$ cat config.mk
export PLATFORM = sky130hd
export DESIGN_NAME = g2b_rr_sched
export DESIGN_NICKNAME = d
export VERILOG_FILES = /design/src/rtl/g2b_rr_sched.sv
export SDC_FILE = /design/constraint.sdc
export NUM_CORES = 1
export LEC_CHECK = 0
export BUFFER_PORTS_ARGS = -buffer_cell sky130_fd_sc_hd__buf_4
export CAP_MARGIN = 15
export CORE_ASPECT_RATIO = 0.6
export CORE_MARGIN = 1
export CORE_UTILIZATION = 35
export CTS_CLUSTER_DIAMETER = 150
export DETAILED_ROUTE_END_ITERATION = 10
export GPL_TIMING_DRIVEN = 0
export HOLD_SLACK_MARGIN = 0.03
export SYNTH_ARGS = -nofsm -noshare
export SYNTH_HDL_FRONTEND = slang
export SYNTH_SLANG_ARGS = --single-unit
$ cat constraint.sdc
create_clock -name clk -period 2.11 [get_ports clk]
set_clock_uncertainty 0.05 [all_clocks]
set_input_delay 0.1055 -clock clk [delete_from_list [all_inputs] [get_ports clk]]
set_output_delay 0.1055 -clock clk [all_outputs]
set_load 0.005 [all_outputs]
$ cat src/rtl/g2b_rr_sched.sv
// g2b_rr_sched: one Gray-to-binary converter shared by NREQ requesters.
//
// A round-robin arbiter picks one pending requester while idle. The accepted
// Gray word and the requester index are latched, converted in the next cycle,
// and presented as a registered, id-tagged result until the consumer takes it.
// Every accepted conversion takes three states: IDLE -> CONV -> OUT.
//
// Ports:
//   clk         rising-edge clock
//   rst         asynchronous active-high reset
//   req_valid   per-requester "word pending"
//   req_gray    requester i word at [i*WIDTH +: WIDTH]
//   req_ready   one-hot grant/accept (only in IDLE, never during reset)
//   out_valid   result available (OUT state only)
//   out_ready   consumer accepts the result
//   out_binary  converted binary word
//   out_id      index of the requester that produced out_binary
//   busy        high whenever the FSM is not IDLE
//   conv_count  number of results accepted by the consumer (wrapping)
module g2b_rr_sched #(
    parameter int unsigned WIDTH = 5,
    parameter int unsigned NREQ  = 4,
    parameter int unsigned IDW   = 2,
    parameter int unsigned CNTW  = 16
) (
    input  logic                  clk,
    input  logic                  rst,
    input  logic [NREQ-1:0]       req_valid,
    input  logic [NREQ*WIDTH-1:0] req_gray,
    output logic [NREQ-1:0]       req_ready,
    output logic                  out_valid,
    input  logic                  out_ready,
    output logic [WIDTH-1:0]      out_binary,
    output logic [IDW-1:0]        out_id,
    output logic                  busy,
    output logic [CNTW-1:0]       conv_count
);

    typedef enum logic [1:0] {
        StIdle,
        StConv,
        StOut
    } state_e;

    state_e           state_q, state_d;
    logic [IDW-1:0]   rr_ptr_q, rr_ptr_d;
    logic [IDW-1:0]   id_q, id_d;
    logic [WIDTH-1:0] gray_q, gray_d;
    logic [WIDTH-1:0] out_binary_q, out_binary_d;
    logic [IDW-1:0]   out_id_q, out_id_d;
    logic             out_valid_q, out_valid_d;
    logic [CNTW-1:0]  conv_count_q, conv_count_d;

    logic             grant_found;
    logic [IDW-1:0]   grant_idx;
    logic [NREQ-1:0]  grant_oh;
    logic [IDW:0]     cand_sum;
    logic [IDW:0]     cand;
    logic [WIDTH-1:0] conv_bin;

    // Round-robin search: rr_ptr, rr_ptr+1, ... modulo NREQ. The sum is one bit
    // wider so the wrap can be done with a single conditional subtract.
    always_comb begin
        grant_found = 1'b0;
        grant_idx   = '0;
        cand_sum    = '0;
        cand        = '0;
        for (int unsigned k = 0; k < NREQ; k++) begin
            cand_sum = {1'b0, rr_ptr_q} + (IDW+1)'(k);
            cand     = cand_sum - ((cand_sum >= (IDW+1)'(NREQ)) ? (IDW+1)'(NREQ) : '0);
            if (!grant_found && req_valid[cand[IDW-1:0]]) begin
                grant_found = 1'b1;
                grant_idx   = cand[IDW-1:0];
            end
        end
    end

    // Grant is only offered while idle and out of reset, so it is the accept.
    always_comb begin
        grant_oh = '0;
        if (state_q == StIdle && !rst && grant_found) begin
            grant_oh[grant_idx] = 1'b1;
        end
    end

    // Binary bit k is the XOR of all Gray bits at or above k.
    always_comb begin
        conv_bin = '0;
        for (int k = 0; k < int'(WIDTH); k++) begin
            conv_bin[k] = ^(gray_q >> k);
        end
    end

    always_comb begin
        state_d      = state_q;
        rr_ptr_d     = rr_ptr_q;
        id_d         = id_q;
        gray_d       = gray_q;
        out_binary_d = out_binary_q;
        out_id_d     = out_id_q;
        out_valid_d  = out_valid_q;
        conv_count_d = conv_count_q;
        case (state_q)
            StIdle: begin
                if (grant_found) begin
                    gray_d  = req_gray[grant_idx*WIDTH +: WIDTH];
                    id_d    = grant_idx;
                    state_d = StConv;
                end
            end
            StConv: begin
                out_binary_d = conv_bin;
                out_id_d     = id_q;
                out_valid_d  = 1'b1;
                state_d      = StOut;
            end
            StOut: begin
                if (out_ready) begin
                    out_valid_d  = 1'b0;
                    conv_count_d = conv_count_q + CNTW'(1);
                    // Next search starts just after the requester just served.
                    rr_ptr_d     = (out_id_q == IDW'(NREQ - 1)) ? '0 : out_id_q + IDW'(1);
                    state_d      = StIdle;
                end
            end
            default: state_d = StIdle;
        endcase
    end

    always_ff @(posedge clk or posedge rst) begin
        if (rst) begin
            state_q      <= StIdle;
            rr_ptr_q     <= '0;
            id_q         <= '0;
            gray_q       <= '0;
            out_binary_q <= '0;
            out_id_q     <= '0;
            out_valid_q  <= 1'b0;
            conv_count_q <= '0;
        end else begin
            state_q      <= state_d;
            rr_ptr_q     <= rr_ptr_d;
            id_q         <= id_d;
            gray_q       <= gray_d;
            out_binary_q <= out_binary_d;
            out_id_q     <= out_id_d;
            out_valid_q  <= out_valid_d;
            conv_count_q <= conv_count_d;
        end
    end

    assign req_ready  = grant_oh;
    assign out_valid  = out_valid_q;
    assign out_binary = out_binary_q;
    assign out_id     = out_id_q;
    assign busy       = (state_q != StIdle);
    assign conv_count = conv_count_q;

endmodule

==> run metrics <==
Final Hold Viols=0; Place WS=0.159 ns; H-tree depth=2; area of the multi-input gates=813 um^2; critical path's top delay family=simple AND/OR/NAND/NOR gates; Die Area=between 0.005 and 0.006 mm^2; critical path depth=6; Worst Slack Setup Final=0.0168 ns; number of DRC markers in iteration 0=79; Pre-antenna DRT Iters=4; register-to-register setup slack=between 0.15 and 0.2 ns; number of flops mapped to enable cells by yosys=0; worst path cell trace=mux2i_1 > nor2_2 > or3_1 > buf_6 > nor4_2 > buf_4; Total GRT Usage=between 10% and 20%; synth unique cells=35; Post-route DRC=0; Synth Instances=159; FF+latch count, synth=35; critical path peak fanout=9; routed wire length=3.75 mm; Clock power frac=between 10% and 20%; area leader, netlist=dfrtp_1; GPL Wtd Cong=approximately 0.76; final setup fails=0; CTS clk-pin slew, worst paths=0.07 ns; Synth Cell Area=0.00171 mm^2; global-route wire length before repair=around 6.2 mm; std cell rows=19; status=finished, final reports clean; DRT antenna net count=0; pwr dens=roughly 1100 mW/mm^2; Sequential Area=877 um^2; Remaining Overflow, GRT=0; synthesized area per cell=10.7 um^2; CTS tree=yes; post-DP HPWL=2.86 mm; clock sinks=35; P_sw=roughly 950 uW; Fmax achieved=478 MHz; layout cells sized above 1=between 30% and 40%; Worst R2R Start=state_q[0]; sequential share of power=about two fifths; CP Class=flop to output pin; post-synthesis sequential area ratio=51.3%; Worst Setup End Kind=output pin; Worst R2R End=gray_q[2]; Syn-to-layout area delta=38.1%; worst-margin pin slew=0.684 ns; top_reg_cell synth=dfrtp_1; fraction of registers with async set/reset=100%; critical path arrival=approximately 1.9 ns; yosys warns=0; Max Slew Vio Count=0; Switching Fraction=35.7%; Static Leak=approximately 0.0011 uW; initial antenna violation count=0; io pins=56; Hold WC Path Type=input port to flop; routed wire length per instance=13.0 um; Antenna diodes=0; slowest stage delay, CP=slightly above 0.4 ns; crit path launch=rr_ptr_q[1]; commonest non-fill, non-tap cells in the layout=56 x buf_4, 34 x dfrtp_1, 18 x nand2_1; Logic pwr share=42.4%; post-layout minimum cycle time=about 2.1 ns; worst reg-to-reg path cell count=5; Startpoint Class=flop; TritonCTS buffer count=5; Die Ht=around 56 um; vias after detailed routing=between 1,000 and 1,500; fin crit share=99.2%; port buffer count=55; Clock Tree Root=clkbuf_8; internal power=around 1700 uW; slew margin rel.=between 50% and 60%; maximum root-to-sink buffer count=2; number of global-route vias before repair=1,310; required time of the critical path=between 1.5 and 2 ns; setup TNS=0 ns; Core Footprint=approximately 0.0046 mm^2; vias per inst=4.77; RSZ-0062 raised after global routing=yes; DIE WIDTH=~92 um; most common cell after layout, fill and taps aside=buf_4; Peak VDD IR=roughly 470 uV; Slowest cell on crit path=dfrtp_2; largest cells by area after synthesis=dfrtp_1 51%, xnor2_1 7.2%, a211oi_1 4.4%; Net Count, Synth=roughly 190; largest net degree at the start of global routing=21; post-synth top area share=51.3%; fill count=about 430; # Max-Cap Violations=0; Starting Density=approximately 37%; Worst Path Buf+Inv=2; Layout Nets=around 250; worst skew pair latency=0.29 ns; critical path endpoint=req_ready[3]
[registers in the layout (all words and copies together) (netlist names)]
signal      count
conv_count     16
gray_q          5
id_q            2
out_binary      5
out_id          2
out_valid       1
rr_ptr_q        2
state_q         2
[how the worst min path moves through the flow]
stage	from	end	slack (ns)	depth (start not counted)
after floorplan	out_ready	state_q[1]	0.16	1
after global placement	out_ready	state_q[1]	0.27	2
after detailed placement	rst	id_q[0]	0.24	2
after CTS	req_gray[16]	gray_q[1]	0.12	3
after global routing	req_gray[16]	gray_q[1]	0.12	3
final	req_gray[16]	gray_q[1]	0.12	3
[per-stage QoR]
stage / power [uW] / utilization, % / instance area, um^2 / cells / hold WS [ns]
after floorplan: 1750 / - / 1710 / 159 / 0.163
after global placement: 2170 / 47.4 / 2200 / 277 / 0.266
after detailed placement: 2180 / 48.0 / 2230 / 278 / 0.237
after CTS: 2680 / 50.5 / 2340 / 288 / 0.118
after global routing: 2880 / 50.9 / 2360 / 289 / 0.115
final: 2660 / 50.9 / 2360 / 289 / 0.118
[cells in the mapped netlist, types with 2 or more instances]
cell type  instances
dfrtp_1           35
nand2_1           18
xnor2_1           14
a211oi_1          10
nor2_1             7
mux2i_1            6
and3_1             5
inv_1              5
nand3_1            5
o21ai_0            5
xor2_1             5
mux2_2             4
nand2b_1           4
o31a_2             4
nand4_1            3
nor3_1             3
nor4_1             3
a21oi_1            2
ha_1               2
nand3b_1           2
nor2_2             2
or2_2              2
[per-layer routing]
| metal | GRT usage [%] | wire length, um | up-vias |
|---|---|---|---|
| met1 | 25.0 | 2070 | 638 |
| met5 | 0 | 0 | - |
| met3 | 4.78 | 168 | 7 |
| li1 | - | - | 707 |
| met4 | 6.70 | 58 | 0 |
| met2 | 19.7 | 1450 | 27 |
[power by group through the flow]
stage	logic, uW	clock network [uW]	registers, uW
after global placement	1090	0	1090
final	1130	458	1080
after CTS	1110	479	1080
after floorplan	692	0	1060
after global routing	1260	510	1110
after detailed placement	1090	0	1090
[final cells by class]
cell class              instances  share of cell area, %
plain buffers                   3                  0.849
multi-input cells             116                   34.5
clock inverters                 1                  0.212
flip-flops and latches         35                   37.2
clock buffers                   7                   3.24
repair buffers                 59                   19.9
well taps                      63                   3.34
inverters                       5                  0.796
[timing repair]
item	CTS	global route
setup buffers	0	1
setup endpoints to repair	4	4
endpoints found under the hold margin	16	0
gates resized for setup	3	2
hold buffers	2	0
gates cloned	0	0
[cell families (layout without fill, tap and decap cells)]
| group | Yosys count | after routing | synth area share (%) |
|---|---|---|---|
| AO/OA/AOI/OAI | 26 | 26 | 11.0 |
| XOR/XNOR | 19 | 19 | 9.75 |
| adder cells (fa/ha/maj) | 2 | 2 | 1.47 |
| buffers and inverters | 8 | 75 | 2.27 |
| flip-flops | 35 | 35 | 51.3 |
| multiplexers | 10 | 10 | 6.16 |
| AND/OR/NAND/NOR | 59 | 59 | 18.0 |
[tightest hold or removal path: stages]
cell	delay, ns
buf_4	0.11
mux2i_1	0.12
a211oi_1	0.08
Power figures use the tool's default switching activity.
